==> config.mk <==
export PLATFORM = sky130hd
export DESIGN_NAME = multicycle_controller
export DESIGN_NICKNAME = d
export VERILOG_FILES = /design/src/rtl/ctrl_pkg.sv /design/src/rtl/alu_decoder.sv /design/src/rtl/multicycle_controller.sv
export SDC_FILE = /design/constraint.sdc
export NUM_CORES = 1
export LEC_CHECK = 0
export CAP_MARGIN = 10
export CORE_AREA = 3 3 85 87
export DETAILED_ROUTE_END_ITERATION = 16
export DIE_AREA = 0 0 88 90
export PLACE_DENSITY_LB_ADDON = 0.1
export SETUP_SLACK_MARGIN = 0.02
export SLEW_MARGIN = 10
export SYNTH_ARGS = -nofsm -noshare
export SYNTH_HDL_FRONTEND = slang
export SYNTH_HIERARCHICAL = 1
export SYNTH_SLANG_ARGS = --single-unit
==> constraint.sdc <==
create_clock -name clk -period 2.1 [get_ports clk]
set_clock_uncertainty 0.1 [all_clocks]
set_input_delay 0.42 -clock clk [delete_from_list [all_inputs] [get_ports clk]]
set_output_delay 0.42 -clock clk [all_outputs]
set_load 0.01 [all_outputs]
==> src/rtl/ctrl_pkg.sv <==
// rtl/ctrl_pkg.sv - shared state, opcode, funct, ALU and fault encodings for the multicycle controller
package ctrl_pkg;

  typedef enum logic [3:0] {
    FETCH,
    DECODE,
    EXEC_R,
    EXEC_I,
    WB_ALU,
    MEM_ADDR,
    MEM_RD,
    WB_MEM,
    MEM_WR,
    BRANCH,
    JUMP,
    HALT,
    ERROR
  } state_t;

  typedef enum logic [1:0] {
    FAULT_NONE    = 2'b00,
    FAULT_OPCODE  = 2'b01,
    FAULT_FUNCT   = 2'b10,
    FAULT_TIMEOUT = 2'b11
  } fault_t;

  // Opcodes (instruction[31:26])
  localparam logic [5:0] OP_RTYPE = 6'h00;
  localparam logic [5:0] OP_J     = 6'h02;
  localparam logic [5:0] OP_BEQ   = 6'h04;
  localparam logic [5:0] OP_ADDI  = 6'h08;
  localparam logic [5:0] OP_LW    = 6'h23;
  localparam logic [5:0] OP_SW    = 6'h2b;
  localparam logic [5:0] OP_HALT  = 6'h3f;

  // R-type funct codes (instruction[5:0])
  localparam logic [5:0] FN_ADD = 6'h20;
  localparam logic [5:0] FN_SUB = 6'h22;
  localparam logic [5:0] FN_AND = 6'h24;
  localparam logic [5:0] FN_OR  = 6'h25;
  localparam logic [5:0] FN_SLT = 6'h2a;

  // ALU operation codes
  localparam logic [2:0] ALU_ADD = 3'd0;
  localparam logic [2:0] ALU_AND = 3'd1;
  localparam logic [2:0] ALU_OR  = 3'd2;
  localparam logic [2:0] ALU_SLT = 3'd4;
  localparam logic [2:0] ALU_SUB = 3'd6;

  // PC source select
  localparam logic [1:0] PC_SRC_ALU     = 2'b00;
  localparam logic [1:0] PC_SRC_ALU_OUT = 2'b01;
  localparam logic [1:0] PC_SRC_JUMP    = 2'b10;

  // ALU B operand select
  localparam logic [1:0] SRC_B_RT       = 2'b00;
  localparam logic [1:0] SRC_B_FOUR     = 2'b01;
  localparam logic [1:0] SRC_B_IMM      = 2'b10;
  localparam logic [1:0] SRC_B_IMM_SHL2 = 2'b11;

  // States that hold mem_req and therefore run the wait counter
  function automatic logic is_mem_wait(input state_t s);
    return (s == FETCH) || (s == MEM_RD) || (s == MEM_WR);
  endfunction

endpackage

==> src/rtl/alu_decoder.sv <==
// rtl/alu_decoder.sv - R-type funct to ALU operation decode with legality flag
import ctrl_pkg::*;

module alu_decoder #(
  parameter int ALU_OP_WIDTH = 3
) (
  input  logic [5:0]              funct,
  output logic [ALU_OP_WIDTH-1:0] alu_op,
  output logic                    legal
);

  // Map supported funct codes to ALU ops; anything else is flagged illegal
  always_comb begin
    alu_op = ALU_OP_WIDTH'(ALU_ADD);
    legal  = 1'b1;
    case (funct)
      FN_ADD:  alu_op = ALU_OP_WIDTH'(ALU_ADD);
      FN_SUB:  alu_op = ALU_OP_WIDTH'(ALU_SUB);
      FN_AND:  alu_op = ALU_OP_WIDTH'(ALU_AND);
      FN_OR:   alu_op = ALU_OP_WIDTH'(ALU_OR);
      FN_SLT:  alu_op = ALU_OP_WIDTH'(ALU_SLT);
      default: legal  = 1'b0;
    endcase
  end

endmodule

==> src/rtl/multicycle_controller.sv <==
// rtl/multicycle_controller.sv - multi-cycle MIPS-subset control FSM with memory handshake and faults
import ctrl_pkg::*;

module multicycle_controller #(
  parameter int ALU_OP_WIDTH = 3,
  parameter int CNT_WIDTH    = 32,
  parameter int MEM_TIMEOUT  = 16
) (
  input  logic                    clk,
  input  logic                    rst,
  input  logic [31:0]             instruction,
  input  logic                    mem_ready,
  output logic                    mem_req,
  output logic                    mem_we,
  output logic                    i_or_d,
  output logic                    ir_write,
  output logic                    pc_write,
  output logic                    pc_write_cond,
  output logic [1:0]              pc_src,
  output logic [ALU_OP_WIDTH-1:0] alu_op,
  output logic                    alu_src_a,
  output logic [1:0]              alu_src_b,
  output logic                    reg_write,
  output logic                    reg_dst,
  output logic                    mem_reg,
  output logic                    halted,
  output logic [1:0]              fault,
  output logic [CNT_WIDTH-1:0]    instr_retired
);

  // Counter only needs to reach MEM_TIMEOUT-1
  localparam int WAIT_W = (MEM_TIMEOUT > 2) ? $clog2(MEM_TIMEOUT) : 1;
  localparam bit TIMEOUT_EN = (MEM_TIMEOUT > 0);
  localparam logic [WAIT_W-1:0] WAIT_LAST = WAIT_W'((MEM_TIMEOUT > 0) ? MEM_TIMEOUT - 1 : 0);

  state_t                state;
  state_t                next_state;
  fault_t                fault_q;
  fault_t                next_fault;
  logic [WAIT_W-1:0]     wait_cnt;
  logic [CNT_WIDTH-1:0]  retired_q;
  logic                  timed_out;
  logic                  retire;

  logic [5:0]              opcode;
  logic [5:0]              funct;
  logic [ALU_OP_WIDTH-1:0] dec_alu_op;
  logic                    funct_legal;

  assign opcode = instruction[31:26];
  assign funct  = instruction[5:0];

  // Register/immediate fields belong to the datapath, not to control
  logic unused_instr_bits;
  assign unused_instr_bits = ^instruction[25:6];

  alu_decoder #(
    .ALU_OP_WIDTH(ALU_OP_WIDTH)
  ) u_alu_decoder (
    .funct (funct),
    .alu_op(dec_alu_op),
    .legal (funct_legal)
  );

  // Final wait cycle without mem_ready expires the request; mem_ready on that cycle still wins
  assign timed_out = TIMEOUT_EN && (wait_cnt == WAIT_LAST) && !mem_ready;

  // Next-state and fault selection
  always_comb begin
    next_state = state;
    next_fault = fault_q;
    case (state)
      FETCH: begin
        if (mem_ready) begin
          next_state = DECODE;
        end else if (timed_out) begin
          next_state = ERROR;
          next_fault = FAULT_TIMEOUT;
        end
      end
      DECODE: begin
        case (opcode)
          OP_RTYPE: begin
            if (funct_legal) begin
              next_state = EXEC_R;
            end else begin
              next_state = ERROR;
              next_fault = FAULT_FUNCT;
            end
          end
          OP_ADDI:      next_state = EXEC_I;
          OP_LW, OP_SW: next_state = MEM_ADDR;
          OP_BEQ:       next_state = BRANCH;
          OP_J:         next_state = JUMP;
          OP_HALT:      next_state = HALT;
          default: begin
            next_state = ERROR;
            next_fault = FAULT_OPCODE;
          end
        endcase
      end
      EXEC_R, EXEC_I:               next_state = WB_ALU;
      WB_ALU, WB_MEM, BRANCH, JUMP: next_state = FETCH;
      MEM_ADDR: next_state = (opcode == OP_SW) ? MEM_WR : MEM_RD;
      MEM_RD: begin
        if (mem_ready) begin
          next_state = WB_MEM;
        end else if (timed_out) begin
          next_state = ERROR;
          next_fault = FAULT_TIMEOUT;
        end
      end
      MEM_WR: begin
        if (mem_ready) begin
          next_state = FETCH;
        end else if (timed_out) begin
          next_state = ERROR;
          next_fault = FAULT_TIMEOUT;
        end
      end
      HALT, ERROR: next_state = state;
      default:     next_state = FETCH;
    endcase
  end

  // An instruction retires when its last state hands back to FETCH
  always_comb begin
    retire = 1'b0;
    if (next_state == FETCH) begin
      case (state)
        WB_ALU, WB_MEM, MEM_WR, BRANCH, JUMP: retire = 1'b1;
        default:                              retire = 1'b0;
      endcase
    end
  end

  // State, fault latch, wait counter and retired counter
  always_ff @(posedge clk or posedge rst) begin
    if (rst) begin
      state     <= FETCH;
      fault_q   <= FAULT_NONE;
      wait_cnt  <= '0;
      retired_q <= '0;
    end else begin
      state   <= next_state;
      fault_q <= next_fault;
      if (next_state != state) begin
        wait_cnt <= '0;
      end else if (is_mem_wait(state)) begin
        wait_cnt <= wait_cnt + WAIT_W'(1);
      end
      if (retire) begin
        retired_q <= retired_q + CNT_WIDTH'(1);
      end
    end
  end

  // Control word per state; everything is held low while reset is asserted
  always_comb begin
    mem_req       = 1'b0;
    mem_we        = 1'b0;
    i_or_d        = 1'b0;
    ir_write      = 1'b0;
    pc_write      = 1'b0;
    pc_write_cond = 1'b0;
    pc_src        = PC_SRC_ALU;
    alu_op        = ALU_OP_WIDTH'(ALU_ADD);
    alu_src_a     = 1'b0;
    alu_src_b     = SRC_B_RT;
    reg_write     = 1'b0;
    reg_dst       = 1'b0;
    mem_reg       = 1'b0;
    halted        = 1'b0;
    if (!rst) begin
      case (state)
        FETCH: begin
          mem_req   = 1'b1;
          alu_src_b = SRC_B_FOUR;
          if (mem_ready) begin
            ir_write = 1'b1;
            pc_write = 1'b1;
            pc_src   = PC_SRC_ALU;
          end
        end
        DECODE: begin
          alu_src_b = SRC_B_IMM_SHL2;
        end
        EXEC_R: begin
          alu_src_a = 1'b1;
          alu_src_b = SRC_B_RT;
          alu_op    = dec_alu_op;
        end
        EXEC_I, MEM_ADDR: begin
          alu_src_a = 1'b1;
          alu_src_b = SRC_B_IMM;
        end
        WB_ALU: begin
          reg_write = 1'b1;
          reg_dst   = (opcode == OP_RTYPE);
        end
        MEM_RD: begin
          mem_req = 1'b1;
          i_or_d  = 1'b1;
        end
        WB_MEM: begin
          reg_write = 1'b1;
          mem_reg   = 1'b1;
        end
        MEM_WR: begin
          mem_req = 1'b1;
          mem_we  = 1'b1;
          i_or_d  = 1'b1;
        end
        BRANCH: begin
          alu_src_a     = 1'b1;
          alu_src_b     = SRC_B_RT;
          alu_op        = ALU_OP_WIDTH'(ALU_SUB);
          pc_write_cond = 1'b1;
          pc_src        = PC_SRC_ALU_OUT;
        end
        JUMP: begin
          pc_write = 1'b1;
          pc_src   = PC_SRC_JUMP;
        end
        HALT, ERROR: begin
          halted = 1'b1;
        end
        default: begin
          halted = 1'b0;
        end
      endcase
    end
  end

  assign fault         = fault_q;
  assign instr_retired = retired_q;

endmodule
# After elaboration in Yosys (flattened, before gate mapping)
# Cells that the tools add are included.
# Widths: inputs -> output; s select.
[totals]
ff_bits = 42
latchBits = 0
ramBits = 0
rom_bits = 0
inputBits = 35
n_memories = 0
[classes]
n_addsub = 2
multipliers = 0
n_div = 0
n_lt_le_gt_ge = 0
eq_ne = 29
shift = 0
mux = 48
bitwise = 0
n_reduce_logical = 21
[ops]
columns = ["cell", "n"]
rows = [
  ["$eq 6x6->1 const B", 8],
  ["$add 32x1->32 const B", 1],
  ["$mux 4", 8],
  ["$pmux 4 s7", 1],
  ["$mux 1", 25],
  ["$eq 4x4->1 const B", 6],
  ["$pmux 4 s6", 1],
  ["$eq 4x3->1 const B", 4],
  ["$pmux 2 s2", 3],
  ["$pmux 3 s4", 1],
  ["$reduce_or 2->1", 6],
  ["$mux 2", 5],
  ["$reduce_or 5->1", 2],
  ["$eq 4x2->1 const B", 2],
  ["$logic_not 4->1", 2],
  ["$eq 6x2->1 const B", 1],
  ["$eq 6x3->1 const B", 1],
  ["$eq 6x4->1 const B", 1],
  ["$logic_not 6->1", 1],
  ["$pmux 2 s3", 1],
  ["$pmux 3 s2", 1],
  ["$reduce_or 6->1", 1],
  ["$reduce_and 5->1", 1],
  ["$add 4x1->4 const B", 1],
  ["13 further kinds", 16],
]

# Longest topological paths before layout
# Gate-level depths: netlist of the first run.
[depth]
depth_word = 8
mapped_depth = 9
ltp_nobuf = 8

# Hierarchy
# Netlist of the first run, hierarchy kept.
[by_module_without_submodules]
columns = ["module", "n_inst", "cells_per_inst", "area_per_inst_um2"]
rows = [
  ["multicycle_controller", 1, 281, 2625.0],
  ["alu_decoder", 1, 10, 73.8],
]

# Worst setup path before layout of the first run
# No wires, ideal clock.
[synth_path]
path_kind = "input -> output"
start = "input port rst"
end = "output port reg_dst"
arrival_time_ns = 1.702
path_slack_ns = -0.122
cell_stages = 2
path_buffers = 0
cell_sequence = "inv_1 > and4_1"
[synth_between]
elab_chain_cells = 1
[synth_rtl]
columns = ["element", "line_no", "source"]
rows = [
  ["start: declaration", "multicycle_controller.sv:10", "input logic rst,"],
  ["$mux 1", "multicycle_controller.sv:174", "if (!rst) begin"],
  ["end: declaration", "multicycle_controller.sv:24", "output logic reg_dst,"],
]
# Every way passes these cells.

# Final worst setup path of the first run
[layout_path]
start = "register state[2]"
end = "output port mem_req"
[layout_between]
elab_chain_cells = 4
[layout_rtl]
columns = ["element", "line_no", "source"]
rows = [
  ["start: declaration", "multicycle_controller.sv:36", "state_t state;"],
  ["start signal: assignment", "multicycle_controller.sv:145", "state <= next_state;"],
  ["$eq 4x3->1 (tied with other cells)", "multicycle_controller.sv:175", "case (state)"],
  ["$reduce_or 3->1 (no line) (*)", "n/a", ""],
  ["$mux 1 (*)", "multicycle_controller.sv:175", ""],
  ["$mux 1 (*)", "multicycle_controller.sv:174", ""],
  ["end: declaration", "multicycle_controller.sv:13", "output logic mem_req,"],
]
# Every way passes the cells marked *; elsewhere a longest branch is shown, timed or not.

==> results of run 1 <==
## power by group
part	switching (uW)	internal, uW	leakage [uW]
Combinational	1570	1790	0.00156
Clock	302	477	0.0000683
Sequential	133	917	0.000560
Total	2000	3180	0.00219
## cells in the mapped netlist, types with 3 or more instances
| master | n | area share |
|---|---|---|
| dfrtp_1 | 42 | 0.39 |
| xnor2_1 | 32 | 0.10 |
| nand3_1 | 20 | 0.037 |
| nor2_1 | 20 | 0.028 |
| and3_1 | 18 | 0.042 |
| nand4_1 | 15 | 0.035 |
| nand2_1 | 13 | 0.018 |
| nor3_1 | 13 | 0.024 |
| a21oi_1 | 11 | 0.020 |
| o21ai_0 | 10 | 0.019 |
| nand2b_1 | 9 | 0.021 |
| and4_1 | 5 | 0.016 |
| buf_6 | 5 | 0.021 |
| clkbuf_1 | 5 | 0.0070 |
| or2_2 | 5 | 0.012 |
| nor4_1 | 4 | 0.0093 |
| buf_2 | 3 | 0.0056 |
| inv_1 | 3 | 0.0042 |
| nand3b_1 | 3 | 0.0083 |
| nor2b_1 | 3 | 0.0070 |
| xor2_1 | 3 | 0.0097 |
## worst reg2reg max path: stages, from the launching register on
cell and delay (ns):
dfrtp_2 0.44, buf_6 0.15, nand2b_4 0.16, buf_6 0.13, or3_4 0.34, a31oi_4 0.16, buf_12 0.17, buf_8 0.12
nand4_1 0.13, xnor2_1 0.20
## metal layers
layer  track usage  share of wire  vias up  routed length, um
li1              -              -     1408                  -
met1        0.2672           0.40     1505               3783
met2        0.3775           0.53      104               5037
met3       0.01920          0.046       24                436
met4       0.08056          0.029        0                279
met5             0              0        -                  0
## flip-flops by register name, indices dropped and copies added, names as in the netlist
signal         flops
fault              2
state              4
wait_cnt           4
instr_retired     32
## path summary, 6_finish.rpt
check | end | startpoint | depth (start not counted) | slack, ns
hold / removal | instr_retired[31] | instr_retired[31] | 1 | 0.37
min in group asynchronous | state[0] | rst | 4 | 0.56
setup / recovery | mem_req | state[2] | 8 | -0.11
hold reg to reg | instr_retired[31] | instr_retired[31] | 1 | 0.37
max in group asynchronous | state[3] | rst | 4 | 0.93
setup reg to reg | instr_retired[5] | state[3] | 9 | -0.08
## cells in the final DEF, fill, tap and decap left out, types with 7 or more instances in the layout
cell and n:
clkdlybuf4s50_1 36, o21ai_0 7, and3_1 14, dfrtp_1 39
xnor2_1 23, nand4_1 15, nand3_2 9, nor2_1 9
buf_4 76, buf_6 31, xnor2_2 9, nand2_1 8
buf_2 14
## cells by family (layout without fill, tap and decap cells)
logic type               after synthesis  after routing  synth area share
AO/OA/AOI/OAI                         48             48            0.1321
adder cells (fa/ha/maj)                3              3           0.01298
buffers and inverters                 21            189           0.04728
flip-flops                            42             42            0.3894
multiplexers                           2              2          0.008344
XOR/XNOR                              35             35            0.1136
AND/OR/NAND/NOR                      140            140            0.2962
## cell type report
| type | instances | area (um2) |
|---|---|---|
| flip-flops and latches | 42 | 1055 |
| clock inverters | 3 | 68.82 |
| clock buffers | 5 | 68.82 |
| multi-input cells | 228 | 2096 |
| well taps | 77 | 96.34 |
| fillers | 421 | 1416 |
| repair buffers | 177 | 1593 |
| inverters | 4 | 28.78 |
## repair_timing
| action | CTS | global route |
|---|---|---|
| resized for setup | 159 | 109 |
| gates cloned | 1 | 3 |
| endpoints found under the setup margin | 56 | 57 |
| pin swaps | 26 | 43 |
| hold endpoints to repair | 0 | 0 |
| setup buffers | 22 | 16 |
## through the flow
| step | worst slack [ns] | hold slack, ns | util |
|---|---|---|---|
| 2_1_floorplan | 0.03687 | 0.3142 | - |
| 3_3_place_gp | -0.8294 | 0.3616 | 0.6074 |
| 3_5_place_dp | -0.8812 | 0.3672 | 0.6074 |
| 4_1_cts | -0.2255 | 0.3822 | 0.6807 |
| 5_1_grt | -0.1680 | 0.3895 | 0.7795 |
| 6_report | -0.1087 | 0.3667 | 0.7795 |
==> flow_summary.ini, run 1 <==
[run_status]
outcome = finished, violations left
failing_checks = negative setup slack

[global_routing]
largest_net_degree_at_the_start_of_global_routing = 43
groute.usage.overall = 0.2151
grt_pass1_wl_um = 13860
overflow = 0
first_global_vias = 2943
grt_antenna_before_repair = 0

[setup_path]
largest_driver_fanout_on_the_critical_path = 2
critPathKind = register to output port
cp.buffers_inverters = 4
critical_path_arrival_ns = 1.69
critical_path.endpoint_type = output port
cp_cell_sequence = buf_6 -> buf_6 -> buf_6 -> nor2_4 -> a21oi_2 -> or2_4 -> nor2_2 -> buf_2
timing.critical_path.from_type = register
max_stage_delay_ns = 0.41
required_ns = 1.58
critical_path.most_common_cell = buf_6
timing.critical_path.max_delay_family = buffers and inverters
crit_path_top_delay_cell = dfrtp_1

[final_layout]
area_delta_synth_final_pct = 85.49
layoutNonFillerInstCount = 536
nets_final = 495
final_design_area_no_fill_mm2 = 0.005006
antenna_cells = 0
layout-drive-gt1-share = 0.5338

[timing]
timing.final.crit_period_ns = 2.209
fin_ws_ns = -0.1087
report.final.slew_viol_count = 0
timing.final.setup_violations = 29
final.setup.tns_ns = -1.218
max_freq_mhz = 452.8
final_hold_viol_count = 0
max_slew_margin = 0.6253
rsz_0062_raised_after_global_routing = true
max_slew.worst_pin.slew_ns = 0.5621
finalCritPeriodShare = 1.052

[synthesis]
syn-instance-count = 291
synth-main-ff-cell = dfrtp_1
synth.avg_cell_area_um2 = 9.274
yosysWarnings = 6
syn-num-nets = 328
number_of_storage_elements_in_the_synthesis_netlist = 42
synth_area_mm2 = 0.002699
synth_edf_count = 0
async_reset_ff_frac = 1.000
synth-seq-area-share = 0.3894
netlist-cell-type-count = 57

[power]
report.power.total_uw = 5183
power.ir.vdd_worst_mv = 0.6178
pwr_density_cell_mw_per_mm2 = 1035
p_leak_uw = 0.002193

[die]
floorplan.initialDensity = 0.4202
die_area_mm2 = 0.007920
core_region_area_mm2 = 0.006422
placementRows = 29
die-width_um = 88
top_level_ports = 87
die-height_um = 90

[clock_tree]
cts-root-to-sink-buffers = 2
clock-root-buffer = clkbuf_8
worst_skew_pair.late_latency_ns = 0.30
htree_num_levels = 2
tritoncts.num_buffers = 5
tritoncts = yes
ctsHoldBuffers = 0
cts.clk_slew.worst_paths_ns = 0.09
cts.sink_count = 42

[route]
routed_vias_inst = 5.674
vias_post_dr = 3041
detailedRoute.firstPassIterationCount = 4
totalWireLength_um = 9536
antenna_left = 0
first_iter_violations = 120
drt_drc_violations_left = 0
wire_per_inst_um = 17.79

[placement]
port_buffers = 66
postPlaceCellArea_mm2 = 0.003901
dpl.hpwl_um = 5543
gpl.final_weighted_congestion = 0.9364
number_of_cells_after_detailed_placement = 489

[worst_hold_path]
hp-class = register to register

[run]
drv_cap = 0
(Power assumes the default switching activity.)
==> run 2: changes to the inputs <==
--- a/config.mk
+++ b/config.mk
@@ -6,9 +6,9 @@
 export NUM_CORES = 1
 export LEC_CHECK = 0
 export CAP_MARGIN = 10
-export CORE_AREA = 3 3 85 87
+export CORE_AREA = 2 2 84 86
 export DETAILED_ROUTE_END_ITERATION = 16
-export DIE_AREA = 0 0 88 90
+export DIE_AREA = 0 0 86 88
 export PLACE_DENSITY_LB_ADDON = 0.1
 export SETUP_SLACK_MARGIN = 0.02
 export SLEW_MARGIN = 10
==> run 2 against run 1 <==
The run still ends with negative setup slack left. Clock power increased by 1%. First-iteration DRC count decreased by 5.0%. Critical path depth increased by 3. Register-to-register slack got worse by 0.06 ns. Sequential share of layout area increased by 0.11 points. Die area decreased by 4.4%. Count of clock-buffer cells in the layout unchanged. Cell count increased by 3.4%. Sequential power about the same. Total power decreased by 0.12%. Combinational power about the same. Via count increased by 0.59%.
==> flow_summary.ini, run 2 (synthesis gave the netlist of run 1 again) <==
[timing]
max_slew.worst_pin.slew_ns = 0.5591
finalCritPeriodShare = 1.067
final_hold_viol_count = 0
rsz_0062_raised_after_global_routing = true
max_slew_margin = 0.6273
timing.final.setup_violations = 38
final.setup.tns_ns = -2.235
max_freq_mhz = 446.3
report.final.slew_viol_count = 0
timing.final.crit_period_ns = 2.241
fin_ws_ns = -0.1407
worst_hold_slack_ns = 0.3793

[die]
top_level_ports = 87
placementRows = 30
die-width_um = 86
floorplan.initialDensity = 0.4062
core_region_area_mm2 = 0.006644
die-height_um = 88
die_area_mm2 = 0.007568

[setup_path]
r2r_setup_slack_ns = -0.14
r2r_end = instr_retired[5]
critical_path.endpoint_type = register
crit_end = instr_retired[5]
worst-r2r-cell-count = 11
regToRegStartpoint = state[3]
timing.critical_path.from_type = register
required_ns = 2.23
setup.worst_path.start = state[3]
critPathKind = register to register
largest_driver_fanout_on_the_critical_path = 8
critical_path_arrival_ns = 2.37

[route]
antenna_left = 0
vias_post_dr = 3059
wire_per_inst_um = 17.28
detailedRoute.firstPassIterationCount = 4
first_iter_violations = 114
totalWireLength_um = 9575
routed_vias_inst = 5.522
drt_drc_violations_left = 0

[clock_tree]
tritoncts.num_buffers = 5
htree_num_levels = 2
worst_skew_pair.late_latency_ns = 0.30
cts-root-to-sink-buffers = 2
ctsHoldBuffers = 0
clock-root-buffer = clkbuf_8
tritoncts = yes
cts.clk_slew.worst_paths_ns = 0.09
cts.sink_count = 42

[power]
p_leak_uw = 0.002201
switchingPower_uw = 1987
internal_power_uw = 3190
pwr_density_cell_mw_per_mm2 = 1038
swShare = 0.3838
comb_power_share = 0.641
share_clk_of_total_power = 0.152
power.ir.vdd_worst_mv = 0.5188
power.share.sequential = 0.207

[final_layout]
nets_final = 510
multi_input_combinational_cell_area_mm2 = 0.001982
area_delta_synth_final_pct = 84.75
seqCellArea_mm2 = 0.001056
layoutNonFillerInstCount = 554
mostFrequentLayoutCell = buf_4
layout-drive-gt1-share = 0.5127
final_design_area_no_fill_mm2 = 0.004986
num-fill-cells = 459
commonest_cells_after_routing_fill_and_taps_aside = buf_4 (89), dfrtp_1 (38), buf_6 (37)
largest_register_ffs = 32
antenna_cells = 0

[global_routing]
groute.usage.overall = 0.2428
first_global_vias = 2987
overflow = 0
grt_antenna_before_repair = 0
largest_net_degree_at_the_start_of_global_routing = 43
grt_pass1_wl_um = 14430

[placement]
gpl.final_weighted_congestion = 0.9089
placement.setup.worst_slack_ns = -0.8583
number_of_cells_after_detailed_placement = 501
port_buffers = 66
postPlaceCellArea_mm2 = 0.003960
dpl.hpwl_um = 5615

[run]
drv_cap = 0

[run_status]
outcome = finished, violations left
failing_checks = negative setup slack

[worst_hold_path]
hp-class = register to register
run 2: final cells by class:
cell class                 instances  area share
sequential                        42      0.2118
tap                               80     0.02008
clock inverter                     3     0.01380
multi-input combinational        230      0.3975
inverter                           4    0.004266
timing repair buffer             190      0.3388
clock buffer                       5     0.01380
run 2: worst min path at each step:
stage | end | from | cells past startpoint | slack (ns)
after floorplan | fault[0] | rst | 1 | 0.31
after global placement | instr_retired[31] | instr_retired[31] | 1 | 0.36
after detailed placement | instr_retired[31] | instr_retired[31] | 1 | 0.37
after CTS | instr_retired[31] | instr_retired[31] | 1 | 0.39
after global routing | instr_retired[31] | instr_retired[31] | 1 | 0.40
final | instr_retired[31] | instr_retired[31] | 1 | 0.38
run 2: timing repair:
action                                  4_1_cts  5_1_grt
gates cloned                                  3        0
endpoints found under the setup margin       58       57
gates resized for setup                     176       65
pin swaps                                    40       54
setup buffers                                25       20
run 2: power groups by stage:
stage | combinational [uW] | sequential [uW] | clock, uW
after global routing | 3490 | 1080 | 828
after floorplan | 1100 | 1050 | 0
final | 3320 | 1070 | 788
after detailed placement | 1920 | 1080 | 0
after CTS | 2810 | 1060 | 794
after global placement | 1920 | 1090 | 0
run 2: critical path, stage by stage (launching register included):
cell      delay [ns]
dfrtp_2         0.47
buf_6           0.14
nand2b_4        0.16
buf_6           0.13
o311a_4         0.31
a31oi_4         0.22
buf_12          0.15
buf_6           0.09
a31oi_4         0.03
buf_12          0.16
nand4_1         0.10
xnor2_1         0.12
run 2: metrics by stage:
stage          power (uW)    util
2_1_floorplan        2146       -
3_3_place_gp         3002  0.5960
3_5_place_dp         3007  0.5960
4_1_cts              4658  0.6979
5_1_grt              5404  0.7505
6_report             5177  0.7505
run 2: layer usage:
metal / vias to the layer above / global-route usage / wire, um
met5: - / 0 / 0
met4: 0 / 0.1068 / 383
met3: 32 / 0.03205 / 335
met2: 93 / 0.4376 / 5036
met1: 1497 / 0.2889 / 3819
li1: 1437 / - / -
